### config.mk
export PLATFORM = sky130hd
export DESIGN_NAME = safe_code_tx
export DESIGN_NICKNAME = d
export VERILOG_FILES = /design/src/rtl/safe_code_tx.sv
export SDC_FILE = /design/constraint.sdc
export NUM_CORES = 1
export LEC_CHECK = 0
export BUFFER_PORTS_ARGS = -buffer_cell sky130_fd_sc_hd__buf_2
export CAP_MARGIN = 40
export CORE_ASPECT_RATIO = 1.2
export CORE_UTILIZATION = 56
export CTS_BUF_LIST = sky130_fd_sc_hd__clkbuf_8
export DETAILED_ROUTE_END_ITERATION = 8
export PLACE_DENSITY = 0.81
export SLEW_MARGIN = 5
export SYNTH_ARGS = -nofsm -noshare
export SYNTH_HDL_FRONTEND = slang
export SYNTH_SLANG_ARGS = --single-unit
### constraint.sdc
create_clock -name clk -period 2.2 [get_ports clk]
set_clock_uncertainty 0.2 [all_clocks]
set_input_delay 0.33 -clock clk [delete_from_list [all_inputs] [get_ports clk]]
set_output_delay 0.33 -clock clk [all_outputs]
set_load 0.01 [all_outputs]
### src/rtl/safe_code_tx.sv
// safe_code_tx: keypad-side transmitter for the safe lock serial protocol.
// Takes a parallel entry code, shifts it MSB-first toward the lock, collects
// the lock's verdict, reports it to the panel and enforces a retry lockout.
// Optional build macro: TX_TIMEOUT_EN adds a response timeout in WAIT_RESP
// (a silent lock counts as a failure after RESP_TIMEOUT cycles).
//
// Handshakes: a transfer happens on a rising clk edge where valid and ready
// are both 1. Once valid is raised it holds, with its data stable, until that
// edge. Ready never depends on the partner's valid in the same cycle.
module safe_code_tx #(
    parameter int CODE_W         = 4,
    parameter int GAP_CYCLES     = 1,
    parameter int MAX_FAIL       = 3,
    parameter int LOCKOUT_CYCLES = 16,
    parameter int RESP_TIMEOUT   = 8,
    localparam int FW            = $clog2(MAX_FAIL + 1)
) (
    input  logic              clk,
    input  logic              rstn,
    input  logic              code_val,
    input  logic [CODE_W-1:0] code_data,
    output logic              code_ready,
    output logic              ser_val,
    output logic              ser_data,
    input  logic              ser_ready,
    input  logic              output_val,
    input  logic              output_data,
    output logic              result_val,
    output logic              result_ok,
    output logic              locked_out,
    output logic [FW-1:0]     fail_cnt,
    output logic [2:0]        state_dbg
);

    localparam int IW   = (CODE_W > 1) ? $clog2(CODE_W) : 1;
    localparam int TM1  = (GAP_CYCLES > LOCKOUT_CYCLES) ? GAP_CYCLES : LOCKOUT_CYCLES;
    localparam int TMAX = (TM1 > RESP_TIMEOUT) ? TM1 : RESP_TIMEOUT;
    localparam int CW   = $clog2(TMAX + 1);

    typedef enum logic [2:0] {
        IDLE      = 3'd0,
        SEND      = 3'd1,
        GAP       = 3'd2,
        WAIT_RESP = 3'd3,
        REPORT    = 3'd4,
        LOCKOUT   = 3'd5
    } state_t;

    state_t            state_q, state_d;
    logic [CODE_W-1:0] shreg;
    logic [IW-1:0]     bit_idx;
    logic [CW-1:0]     tmr;
    logic              verdict;
    logic [FW-1:0]     fail_nxt;

    // control strobes from the FSM to the datapath
    logic ld_code, bit_adv, tmr_clr, tmr_inc, vd_ld, vd_val, fc_clr, fc_inc;

    assign state_dbg = state_q;
    assign fail_nxt  = (fail_cnt == FW'(MAX_FAIL)) ? fail_cnt : fail_cnt + 1'b1;

    // state register
    always_ff @(posedge clk or negedge rstn) begin
        if (!rstn) state_q <= IDLE;
        else       state_q <= state_d;
    end

    // next-state, outputs and datapath strobes
    always_comb begin
        state_d    = state_q;
        ld_code    = 1'b0;
        bit_adv    = 1'b0;
        tmr_clr    = 1'b0;
        tmr_inc    = 1'b0;
        vd_ld      = 1'b0;
        vd_val     = output_data;
        fc_clr     = 1'b0;
        fc_inc     = 1'b0;
        // code_ready is gated by rstn so every output reads 0 while in reset
        code_ready = (state_q == IDLE) && rstn;
        ser_val    = 1'b0;
        ser_data   = 1'b0;
        result_val = 1'b0;
        result_ok  = 1'b0;
        locked_out = 1'b0;
        case (state_q)
            IDLE: begin
                // output_val here is spurious and deliberately ignored
                if (code_val) begin
                    ld_code = 1'b1;
                    state_d = SEND;
                end
            end
            SEND: begin
                ser_val  = 1'b1;
                ser_data = shreg[bit_idx];
                // an early verdict wins over a bit handshake in the same cycle
                if (output_val) begin
                    vd_ld   = 1'b1;
                    state_d = REPORT;
                end else if (ser_ready) begin
                    if (bit_idx == '0) begin
                        tmr_clr = 1'b1;
                        state_d = WAIT_RESP;
                    end else begin
                        bit_adv = 1'b1;
                        if (GAP_CYCLES > 0) begin
                            tmr_clr = 1'b1;
                            state_d = GAP;
                        end
                    end
                end
            end
            GAP: begin
                if (output_val) begin
                    vd_ld   = 1'b1;
                    state_d = REPORT;
                end else if (int'(tmr) + 1 >= GAP_CYCLES) begin
                    state_d = SEND;
                end else begin
                    tmr_inc = 1'b1;
                end
            end
            WAIT_RESP: begin
                if (output_val) begin
                    vd_ld   = 1'b1;
                    state_d = REPORT;
                end
`ifdef TX_TIMEOUT_EN
                // tmr is 0 in the first WAIT_RESP cycle, so REPORT lands
                // exactly RESP_TIMEOUT cycles after the last-bit transfer
                else if (int'(tmr) + 2 >= RESP_TIMEOUT) begin
                    vd_ld   = 1'b1;
                    vd_val  = 1'b0;
                    state_d = REPORT;
                end else begin
                    tmr_inc = 1'b1;
                end
`endif
            end
            REPORT: begin
                result_val = 1'b1;
                result_ok  = verdict;
                if (verdict) begin
                    fc_clr  = 1'b1;
                    state_d = IDLE;
                end else begin
                    fc_inc = 1'b1;
                    if (fail_nxt == FW'(MAX_FAIL)) begin
                        tmr_clr = 1'b1;
                        state_d = LOCKOUT;
                    end else begin
                        state_d = IDLE;
                    end
                end
            end
            LOCKOUT: begin
                locked_out = 1'b1;
                if (int'(tmr) + 1 >= LOCKOUT_CYCLES) begin
                    fc_clr  = 1'b1;
                    state_d = IDLE;
                end else begin
                    tmr_inc = 1'b1;
                end
            end
            default: state_d = IDLE;
        endcase
    end

    // shift register, bit index, shared timer, verdict latch, failure count
    always_ff @(posedge clk or negedge rstn) begin
        if (!rstn) begin
            shreg    <= '0;
            bit_idx  <= '0;
            tmr      <= '0;
            verdict  <= 1'b0;
            fail_cnt <= '0;
        end else begin
            if (ld_code) begin
                shreg   <= code_data;
                bit_idx <= IW'(CODE_W - 1);
            end else if (bit_adv) begin
                bit_idx <= bit_idx - 1'b1;
            end
            if (tmr_clr)      tmr <= '0;
            else if (tmr_inc) tmr <= tmr + 1'b1;
            if (vd_ld) verdict <= vd_val;
            if (fc_clr)      fail_cnt <= '0;
            else if (fc_inc) fail_cnt <= fail_nxt;
        end
    end

endmodule

==> results of run 1 <==
==> per-layer routing <==
metal	track usage	wire (um)
met1	0.3060	895
met3	0.04587	54
met5	0	0
met4	0.1500	54
met2	0.3776	1031
==> logic make-up after synthesis <==
group	after synthesis	share of synthesized area
flip-flops	17	0.4177
AND/OR/NAND/NOR	26	0.1560
buffers and inverters	15	0.08108
AO/OA/AOI/OAI	26	0.1745
XOR/XNOR	3	0.02580
adder cells (fa/ha/maj)	3	0.03686
multiplexers	9	0.1081
==> cell usage after synthesis, types with 3 or more instances <==
master	count
dfrtp_1	17
inv_1	10
mux2_2	6
nand2_1	6
a21oi_1	5
nor2_1	5
a31oi_1	4
nor3_1	4
buf_6	3
ha_1	3
o21ai_0	3
xnor2_1	3
==> metrics by stage <==
step	worst slack (ps)	power, uW	util	area [um^2]
4_1_cts	22.04	1581	0.7139	1186
5_1_grt	-2.752	1723	0.7244	1204
3_3_place_gp	205.0	1313	0.6800	1130
6_report	102.9	1589	0.7244	1204
3_5_place_dp	114.2	1342	0.6800	1130
2_1_floorplan	218.7	1147	-	1018
==> sequential cells by signal, summed over array words and instances (netlist names) <==
name       count
tmr            5
shreg          4
state_dbg      3
bit_idx        2
fail_cnt       2
verdict        1
==> area by class of cell <==
cell class / count / area [um^2] / share of cell area
Clock buffer: 3 / 41.29 / 0.03430
Clock inverter: 1 / 3.754 / 0.003119
Timing Repair Buffer: 27 / 155.1 / 0.1289
Tap cell: 18 / 22.52 / 0.01871
Multi-Input combinational cell: 67 / 513.0 / 0.4262
Inverter: 11 / 41.29 / 0.03430
Sequential cell: 17 / 426.7 / 0.3545
==> what timing repair did <==
| item | 4_1_cts | 5_1_grt |
|---|---|---|
| gates resized for setup | 1 | 2 |
| setup buffers | 0 | 2 |
| setup endpoints to repair | 1 | 3 |
| gates cloned | 0 | 0 |
| hold buffers | 1 | 0 |
| pin swaps | 0 | 1 |
| endpoints found under the hold margin | 17 | 0 |
==> worst min-delay path by stage <==
stage,from,to,slack [ps],depth (start not counted)
2_1_floorplan,rstn,bit_idx[0],-170,0
3_3_place_gp,rstn,verdict,100,2
3_5_place_dp,rstn,bit_idx[1],100,2
4_1_cts,code_data[1],shreg[1],110,2
5_1_grt,code_data[1],shreg[1],100,2
6_report,code_data[2],shreg[2],110,2
==> cell usage in the layout, fill, tap and decap left out, types with 2 or more instances in the layout <==
| cell | n |
|---|---|
| a21boi_0 | 2 |
| mux2_2 | 6 |
| nor2_1 | 5 |
| mux2i_1 | 2 |
| buf_4 | 6 |
| dfrtp_1 | 16 |
| nand2b_1 | 2 |
| nor3_1 | 4 |
| a21oi_1 | 5 |
| nand2_1 | 6 |
| xnor2_1 | 3 |
| a31oi_1 | 4 |
| inv_1 | 11 |
| buf_2 | 20 |
| o21ai_0 | 2 |
| ha_1 | 2 |
| clkbuf_8 | 3 |
==> critical path, cell delays in order (launching register included) <==
cell and delay [ps]:
dfrtp_1 410, ha_2 220, a31oi_1 160, a41oi_1 100, a211o_1 410, or3_4 360
a21oi_2 150
==> power by group <==
group          total [uW]  switching [uW]  internal (uW)  leakage [uW]
Sequential            582             136            446      0.000206
Clock                 229             105            124     0.0000269
Combinational         779             387            392      0.000385
==> results.md, run 1 <==
* Final Max Tran Viols at 0
* Clock Sinks at 17
* R2R cell count at 6
* Worst EP required at 2180 ps
* Iteration-0 DRC count of the detailed router at 8
* Register area share after synthesis at 0.4177
* Final ANT Viol Nets at 0
* Critical Path Source Type: flop
* Row count at 16
* Cts bufs inserted at 3
* Vias in the first global route at 836
* Mapped Nets at 112
* Worst Setup Path Type: flop to flop
* Worst setup path end: tmr[3]
* Outcome: finished, final reports clean
* H-tree Lvls at 1
* Leak Pwr at 0.0006184 uW
* Worst Hold Class: input port to flop
* Post-synthesis cell area at 1018 um^2
* Pre-Repair DR Iteration Count at 4
* Slew margin rel. at 0.7529
* Slew @ Worst Pin at 365.9 ps
* Gr usage total at 0.2476
* Vias per cell at 5.736
* Peak supply drop at 856.3 uV
* Post-synth cell types at 39
* Max cap viols at 0
* Setup TNS at 0 ps
* Min Hold Slack at 110.5 ps
* Max frequency at 0.4769 GHz
* Pwr Density at 1320 nW/um^2
* Post-route DRC at 0
* Final non-filler cell total at 144
* Area grow syn2layout at 18.18%
* Area contributors post-synth: dfrtp_1 (42%), mux2_2 (6.6%), ha_1 (3.7%), inv_1 (3.7%), buf_6 (3.3%)
* Crit path DAT at 2080 ps
* PortBufs at 20
* Number of synthesized flops with an enable pin at 0
* R2r endpoint: tmr[3]
* Synth Flop Type: dfrtp_1
* Crit path capture type: flop
* Cells after Synth at 99
* Critical path peak fanout at 5
* Initial Utilization at 0.6130
* Asr flop ratio synth at 1.000
* Die H at 48.72 um
* First-pass GRT wire length at 3346 um
* Reg2reg start: tmr[0]
* Die area at 1994 um^2
* Setup violators final at 0
* CTS tree: yes
* Register bit count reported by yosys at 17
* Post-Syn Area per Cell at 10.29 um^2
* Reg2Reg Setup Slack at 100 ps
* Via count at 826
* GP Congestion at 0.7996
* Final Hold Vio Count at 0
* Nets@finish at 140
* Dpl cells at 137
* Crit share post-route at 0.9532
* I/O Pins at 21
* Final HPWL DP at 1545 um
* Worst skew pair latency at 250 ps
* Antenna Cells at 0
* Clk slew on worst S/H paths at 70 ps
* Grt ovf at 0
* Layout cells sized above 1 at 0.3730
* Clock Tree Root: clkbuf_8
* Routed length per instance at 14.14 um
* Initial antenna violation count at 0
* Pin count of the biggest net entering global routing at 18
* DRT Wirelength at 2036 um
* YS warnings at 0
* Core area at 1662 um^2
* Post-synth top area share at 0.4177
* Synth area leader: dfrtp_1
* DIE WIDTH at 40.93 um
* Worst setup startpoint: tmr[0]
* Filler cells at 134
* Fin crit period at 2097 ps
* Clk buf depth at 2
Note: power is estimated with default switching activity, not from simulation.
==> run 2, diff against run 1 <==
--- a/config.mk
+++ b/config.mk
@@ -5,13 +5,14 @@
 export SDC_FILE = /design/constraint.sdc
 export NUM_CORES = 1
 export LEC_CHECK = 0
+export ABC_AREA = 1
 export BUFFER_PORTS_ARGS = -buffer_cell sky130_fd_sc_hd__buf_2
-export CAP_MARGIN = 40
+export CAP_MARGIN = 20
 export CORE_ASPECT_RATIO = 1.2
-export CORE_UTILIZATION = 56
+export CORE_UTILIZATION = 55
 export CTS_BUF_LIST = sky130_fd_sc_hd__clkbuf_8
 export DETAILED_ROUTE_END_ITERATION = 8
-export PLACE_DENSITY = 0.81
+export PLACE_DENSITY = 0.8
 export SLEW_MARGIN = 5
 export SYNTH_ARGS = -nofsm -noshare
 export SYNTH_HDL_FRONTEND = slang
==> results.md, run 2 <==
* Comb pwr share at 0.460 (-0.030)
* Number of synthesized flops with an enable pin at 0 (unchanged)
* Routed length per instance at 11.50 um (-19%)
* Clock Sinks at 17 (unchanged)
* Critical path peak fanout at 8 (+3)
* Final non-filler cell total at 177 (+23%)
* Via count at 929 (+12%)
* Cells after Synth at 134 (+35%)
* Antenna Cells at 0 (unchanged)
* Max frequency at 0.5490 GHz (+15%)
* Met3 WL post-DR at 75 um (+39%)
* Post-synth cell types at 21 (-46%)
* Final Hold Vio Count at 0 (unchanged)
* Register bit count reported by yosys at 17 (unchanged)
* Gr usage total at 0.2245 (-0.02302)
* Filler cells at 154 (+15%)
* Fin crit period at 1821 ps (-275.6 ps)
* H-tree Lvls at 1 (unchanged)
* I/O Pins at 21 (unchanged)
* Pin count of the biggest net entering global routing at 18 (unchanged)
* Slew margin rel. at 0.6983 (-0.05461)
* DIE WIDTH at 41.12 um (+0.45%)
* Worst skew pair latency at 250 ps (about the same)
* Final HPWL DP at 1570 um (+1.6%)
* GP Congestion at 0.8196 (+2.5%)
* Asr flop ratio synth at 1.000 (unchanged)
* Max cap viols at 0 (unchanged)
* Psw at 644.7 uW (+2.7%)
* Critical Path Source Type: flop
* PortBufs at 20 (unchanged)
* Crit path capture type: output pin
* Synth area leader: dfrtp_1
* Sw Share at 0.4287 (+0.03383)
* Pint at 859.1 uW (-11%)
* Top-count cell post-synth: nand2_1
* CTS tree: yes
* DRT met1 WL at 918 um (+2.6%)
* Final Max Tran Viols at 0 (unchanged)
* Most common cell after layout, fill and taps aside: nand2_1
* Crit share post-route at 0.8279 (-0.1253)
* Vias in the first global route at 801 (-4.2%)
* YS warnings at 0 (unchanged)
* Peak supply drop at 764.0 uV (-11%)
* CTS resizes at 0 (-1)
* Setup TNS at 0 ps (unchanged)
* Area grow syn2layout at 17.97%
* Post-synthesis cell area at 1010 um^2 (-0.86%)
* Post-synth top area share at 0.4213 (+0.003623)
* Die area at 2012 um^2 (+0.91%)
* Clk slew on worst S/H paths at 70 ps (about the same)
* Worst Hold Class: input port to flop
* Part of the power in registers at 0.384 (+0.018)
* Iteration-0 DRC count of the detailed router at 19 (+11)
* Pre-Repair DR Iteration Count at 4 (unchanged)
* Worst EP required at 1670 ps (-510 ps)
* Layout cells sized above 1 at 0.2327 (-0.1403)
* Area contributors post-synth: dfrtp_1 (42%), nand2_1 (12%), nor2_1 (7.1%), inv_1 (6.7%), nand3_1 (5.9%)
* First-pass GRT wire length at 3208 um (-4.1%)
* Clock power frac at 0.155 (+0.011)
* Post-route DRC at 0 (unchanged)
* Mapped Nets at 147 (+31%)
* Initial antenna violation count at 0 (unchanged)
* Initial Utilization at 0.6004 (-0.01251)
* Cts bufs inserted at 3 (unchanged)
* Min Hold Slack at 86.19 ps (-24.27 ps)
* Worst hold start: output_data
* Clk buf depth at 2 (unchanged)
* Final ANT Viol Nets at 0 (unchanged)
* Worst setup startpoint: state_dbg[0]
* Core Util, Final at 0.7083 (-0.01606)
* Grt ovf at 0 (unchanged)
* Highest routed layer: met4
* Design Power at 1504 uW (-5.4%)
* Die H at 48.94 um (+0.45%)
* Setup violators final at 0 (unchanged)
* Reg2reg start: tmr[1]
* Outcome: finished, final reports clean
* RSZ-0062 raised after global routing: false
* DRT Wirelength at 2036 um (unchanged)
* Pwr Density at 1262 nW/um^2 (-4.4%)
* Most flops, register: tmr
* Core area at 1682 um^2 (+1.2%)
* Vias per cell at 5.249 (-8.5%)
* Nets@finish at 173 (+24%)
* Post-Syn Area per Cell at 7.535 um^2 (-27%)
* Dpl cells at 172 (+26%)
* Register area share after synthesis at 0.4213 (+0.003623)
* Most frequent cells in the layout: nand2_1 (32), buf_2 (20), nor2_1 (19)
* Clock Tree Root: clkbuf_8
* Leak Pwr at 0.0006775 uW (+9.6%)
* Row count at 16 (unchanged)
* Synth Flop Type: dfrtp_1
* Number of flip-flops in the largest register at 5 (unchanged)
* Top cells by instance count after synthesis: nand2_1 (32), nor2_1 (19), inv_1 (18), dfrtp_1 (17), nand3_1 (12)
* Worst Setup Path Type: flop to output pin
* Slew @ Worst Pin at 452.6 ps (+86.74 ps)
* Crit path DAT at 1290 ps (-790 ps)
* Metal2 WL at 1028 um (-0.29%)
[run 2: metal layers]
layer | GRT usage | vias to the layer above
li1 | - | 478
met1 | 0.2922 | 420
met2 | 0.3646 | 29
met3 | 0.04110 | 2
met4 | 0.06452 | 0
met5 | 0 | -
[run 2: final cells by class]
cell class | count | area [um^2] | area share
clock buffer | 3 | 41.29 | 0.03466
sequential | 17 | 425.4 | 0.3571
timing repair buffer | 22 | 117.6 | 0.09874
tap | 18 | 22.52 | 0.01891
inverter | 18 | 67.56 | 0.05672
multi-input combinational | 98 | 511.7 | 0.4296
clock inverter | 1 | 5.005 | 0.004202
[run 2: stage by stage]
stage,area [um^2],setup WS [ps]
2_1_floorplan,1010,639.8
3_3_place_gp,1135,512.2
3_5_place_dp,1135,481.0
4_1_cts,1191,363.8
5_1_grt,1191,224.2
6_report,1191,378.6
[run 2: worst max-delay path: stages (launching register included)]
cell and delay, ps:
dfrtp_1 460, nor2_1 230, nand2_1 130, nor2_1 100, buf_2 130
[run 2: worst paths after layout]
path / end / slack [ps] / cells after the start
worst max-delay path: code_ready / 380 / 4
worst min-delay path: verdict / 90 / 3
worst max register to register: tmr[2] / 450 / 9
worst min register to register: shreg[3] / 310 / 1
max in group asynchronous: shreg[1] / 1250 / 3
min in group asynchronous: verdict / 360 / 3
[run 2: cells by family (layout without fill, tap and decap cells)]
kind of cell / Yosys count / count (layout) / share of synthesized area
buffers and inverters: 19 / 44 / 0.07186
AO/OA/AOI/OAI: 9 / 9 / 0.04956
AND/OR/NAND/NOR: 81 / 81 / 0.3668
flip-flops: 17 / 17 / 0.4213
multiplexers: 4 / 4 / 0.04461
XOR/XNOR: 1 / 1 / 0.008676
adder cells (fa/ha/maj): 3 / 3 / 0.03718
[run 2: power by group through the flow]
| stage | Sequential (uW) | Combinational (uW) | Clock [uW] |
|---|---|---|---|
| after floorplan | 567 | 494 | 0 |
| after global placement | 572 | 670 | 0 |
| after detailed placement | 582 | 692 | 0 |
| after CTS | 575 | 700 | 238 |
| after global routing | 594 | 791 | 247 |
| final | 578 | 692 | 234 |
[run 2: repair_timing]
action	CTS	global route
buffers inserted	0	0
endpoints found under the hold margin	17	0
hold buffers	1	0
==> run 3, diff against run 2 <==
--- a/config.mk
+++ b/config.mk
@@ -9,10 +9,10 @@
 export BUFFER_PORTS_ARGS = -buffer_cell sky130_fd_sc_hd__buf_2
 export CAP_MARGIN = 20
 export CORE_ASPECT_RATIO = 1.2
-export CORE_UTILIZATION = 55
+export CORE_UTILIZATION = 50
 export CTS_BUF_LIST = sky130_fd_sc_hd__clkbuf_8
 export DETAILED_ROUTE_END_ITERATION = 8
-export PLACE_DENSITY = 0.8
+export PLACE_DENSITY = 0.77
 export SLEW_MARGIN = 5
 export SYNTH_ARGS = -nofsm -noshare
 export SYNTH_HDL_FRONTEND = slang
==> constraint.sdc (replaced) <==
create_clock -name clk -period 1.6 [get_ports clk]
set_clock_uncertainty 0.2 [all_clocks]
set_input_delay 0.24 -clock clk [delete_from_list [all_inputs] [get_ports clk]]
set_output_delay 0.24 -clock clk [all_outputs]
set_load 0.01 [all_outputs]
==> results.md, run 3 (synthesis gave the netlist of run 2 again) <==
* Slew margin rel. at 0.7883 (+0.09001)
* Design Power at 2881 uW (+92%)
* First-pass GRT wire length at 4153 um (+29%)
* Iteration-0 DRC count of the detailed router at 24 (+5)
* Failing checks: setup timing
* Fin crit period at 1818 ps
* Gr usage total at 0.2506 (+0.02601)
* Pwr Density at 1812 nW/um^2 (+44%)
* Grt ovf at 0 (unchanged)
* Worst skew pair latency at 250 ps (about the same)
* Via count at 1156 (+24%)
* Initial antenna violation count at 0 (unchanged)
* Worst hold start: code_data[0]
* Reg2reg start: tmr[0]
* Area grow syn2layout at 57.50%
* Nets@finish at 197 (+14%)
* Outcome: complete, but fails checks
* Row count at 17 (+1)
* Peak supply drop at 1225 uV (+60%)
* Hold path depth at 2 (-1)
* PortBufs at 20 (unchanged)
* Clk slew on worst S/H paths at 70 ps (about the same)
* Vias in the first global route at 1002 (+25%)
* Cts bufs inserted at 3 (unchanged)
* Routed length per instance at 17.13 um (+49%)
* Worst Hold Class: input port to flop
* I/O Pins at 21 (unchanged)
* Core area at 1872 um^2 (+11%)
* Number of flip-flops in the largest register at 5 (unchanged)
* Final Hold Vio Count at 0 (unchanged)
* DIE WIDTH at 43.02 um (+4.6%)
* Most frequent cells in the layout: nand2_1 (22), buf_2 (19), buf_4 (16)
* Pre-Repair DR Iteration Count at 4 (unchanged)
* Post-route DRC at 0 (unchanged)
* Antenna Cells at 0 (unchanged)
* Layout cells sized above 1 at 0.5574 (+0.3247)
* Die area at 2204 um^2 (+9.5%)
* Critical Path Source Type: flop
* Crit path capture type: flop
* Final setup margin at -217.9 ps (-596.4 ps)
* Crit share post-route at 1.136
* R2r endpoint: tmr[0]
* Final Max Tran Viols at 0 (unchanged)
* Slew @ Worst Pin at 315.1 ps (-137.4 ps)
* Max frequency at 0.5501 GHz
* Final HPWL DP at 1773 um (+13%)
* RSZ-0062 raised after global routing: true
* Critical path peak fanout at 4 (-4)
* GP Congestion at 0.8169 (-0.33%)
* Worst EP required at 1580 ps (-90 ps)
* Worst Setup Path Type: flop to flop
* Final ANT Viol Nets at 0 (unchanged)
* Clk buf depth at 2 (unchanged)
* Most common cell after layout, fill and taps aside: nand2_1
* Hold endpoint: shreg[0]
* Min Hold Slack at 19.77 ps (-66.42 ps)
* Pin count of the biggest net entering global routing at 18 (unchanged)
* Vias per cell at 5.723 (+9.0%)
* Initial Utilization at 0.5394 (-0.06101)
* Leak Pwr at 0.0008170 uW (+21%)
* H-tree Lvls at 1 (unchanged)
* R2R cell count at 9 (unchanged)
* Clock Sinks at 17 (unchanged)
* Most flops, register: tmr
* Max cap viols at 0 (unchanged)
* CTS tree: yes
* Reg2Reg Setup Slack at -220 ps (-670 ps)
* Setup violators final at 17 (+17)
* Die H at 51.23 um (+4.7%)
* Filler cells at 94 (-39%)
* Crit path DAT at 1800 ps (+510 ps)
* Clock Tree Root: clkbuf_8
* DRT Wirelength at 3461 um (+70%)
* Pre-CTS setup slack at -53.94 ps (-534.9 ps)
==> run 3: cell types whose count changed in the layout (fill, tap and decap cells not counted), sizes merged <==
cell	before	now
buf	21	43
dlygate4sd3	1	2
nand2	37	38
==> run 3: per-layer routing <==
metal  part of all wire  track usage  vias to the layer above
met5                  0            0                        -
met3              0.033      0.04594                        8
li1                   -            -                      530
met1               0.38       0.2952                      578
met2               0.57       0.4444                       40
met4              0.019       0.1010                        0
==> run 3: layout make-up <==
class                           count  area, um^2  share of cell area
Multi-Input combinational cell     99       693.2              0.4359
Timing Repair Buffer               45       325.3              0.2046
Tap cell                           19       23.77             0.01495
Inverter                           18       70.07             0.04406
Clock buffer                        3       41.29             0.02596
Sequential cell                    17       431.7              0.2714
Clock inverter                      1       5.005            0.003147
==> run 3: worst max-delay path by stage <==
stage                  from       end  slack, ps  cells past startpoint
2_1_floorplan  state_dbg[0]  shreg[0]         40                      5
3_3_place_gp   state_dbg[0]  shreg[3]        -20                      5
3_5_place_dp   state_dbg[0]  shreg[3]        -50                      5
4_1_cts        state_dbg[1]  ser_data        -50                      5
5_1_grt        state_dbg[0]    tmr[1]       -240                     10
6_report             tmr[0]    tmr[0]       -220                      9
==> run 3: report_power, final <==
group          internal (uW)  leakage (uW)  switching (uW)
registers                624      0.000202             211
logic                    779      0.000589             943
clock network            173     0.0000255             153
==> run 3: timing repair <==
action / CTS / global route
endpoints found under the setup margin: 20 / 21
gates cloned: 0 / 1
resized for setup: 18 / 47
pin swaps: 3 / 29
hold buffers: 2 / 0
buffers inserted: 3 / 5
endpoints found under the hold margin: 18 / 0
==> run 3: metrics by stage <==
stage          cell area, um^2  TNS (ps)  utilization  instances
2_1_floorplan             1010         0            -        134
3_3_place_gp              1256    -89.88       0.6711        189
3_5_place_dp              1256    -237.0       0.6711        189
4_1_cts                   1390    -270.9       0.7426        197
5_1_grt                   1590     -2658       0.8496        202
6_report                  1590     -1944       0.8496        202
==> run 3: worst max-delay path, stage by stage, from the launching register on <==
cell and delay (ps):
dfrtp_2 440, inv_2 80, ha_4 160, nand3b_1 180, nor2_2 90, nand2_1 80, nand2_2 170, buf_6 120
nand4_1 130, nand2_1 110
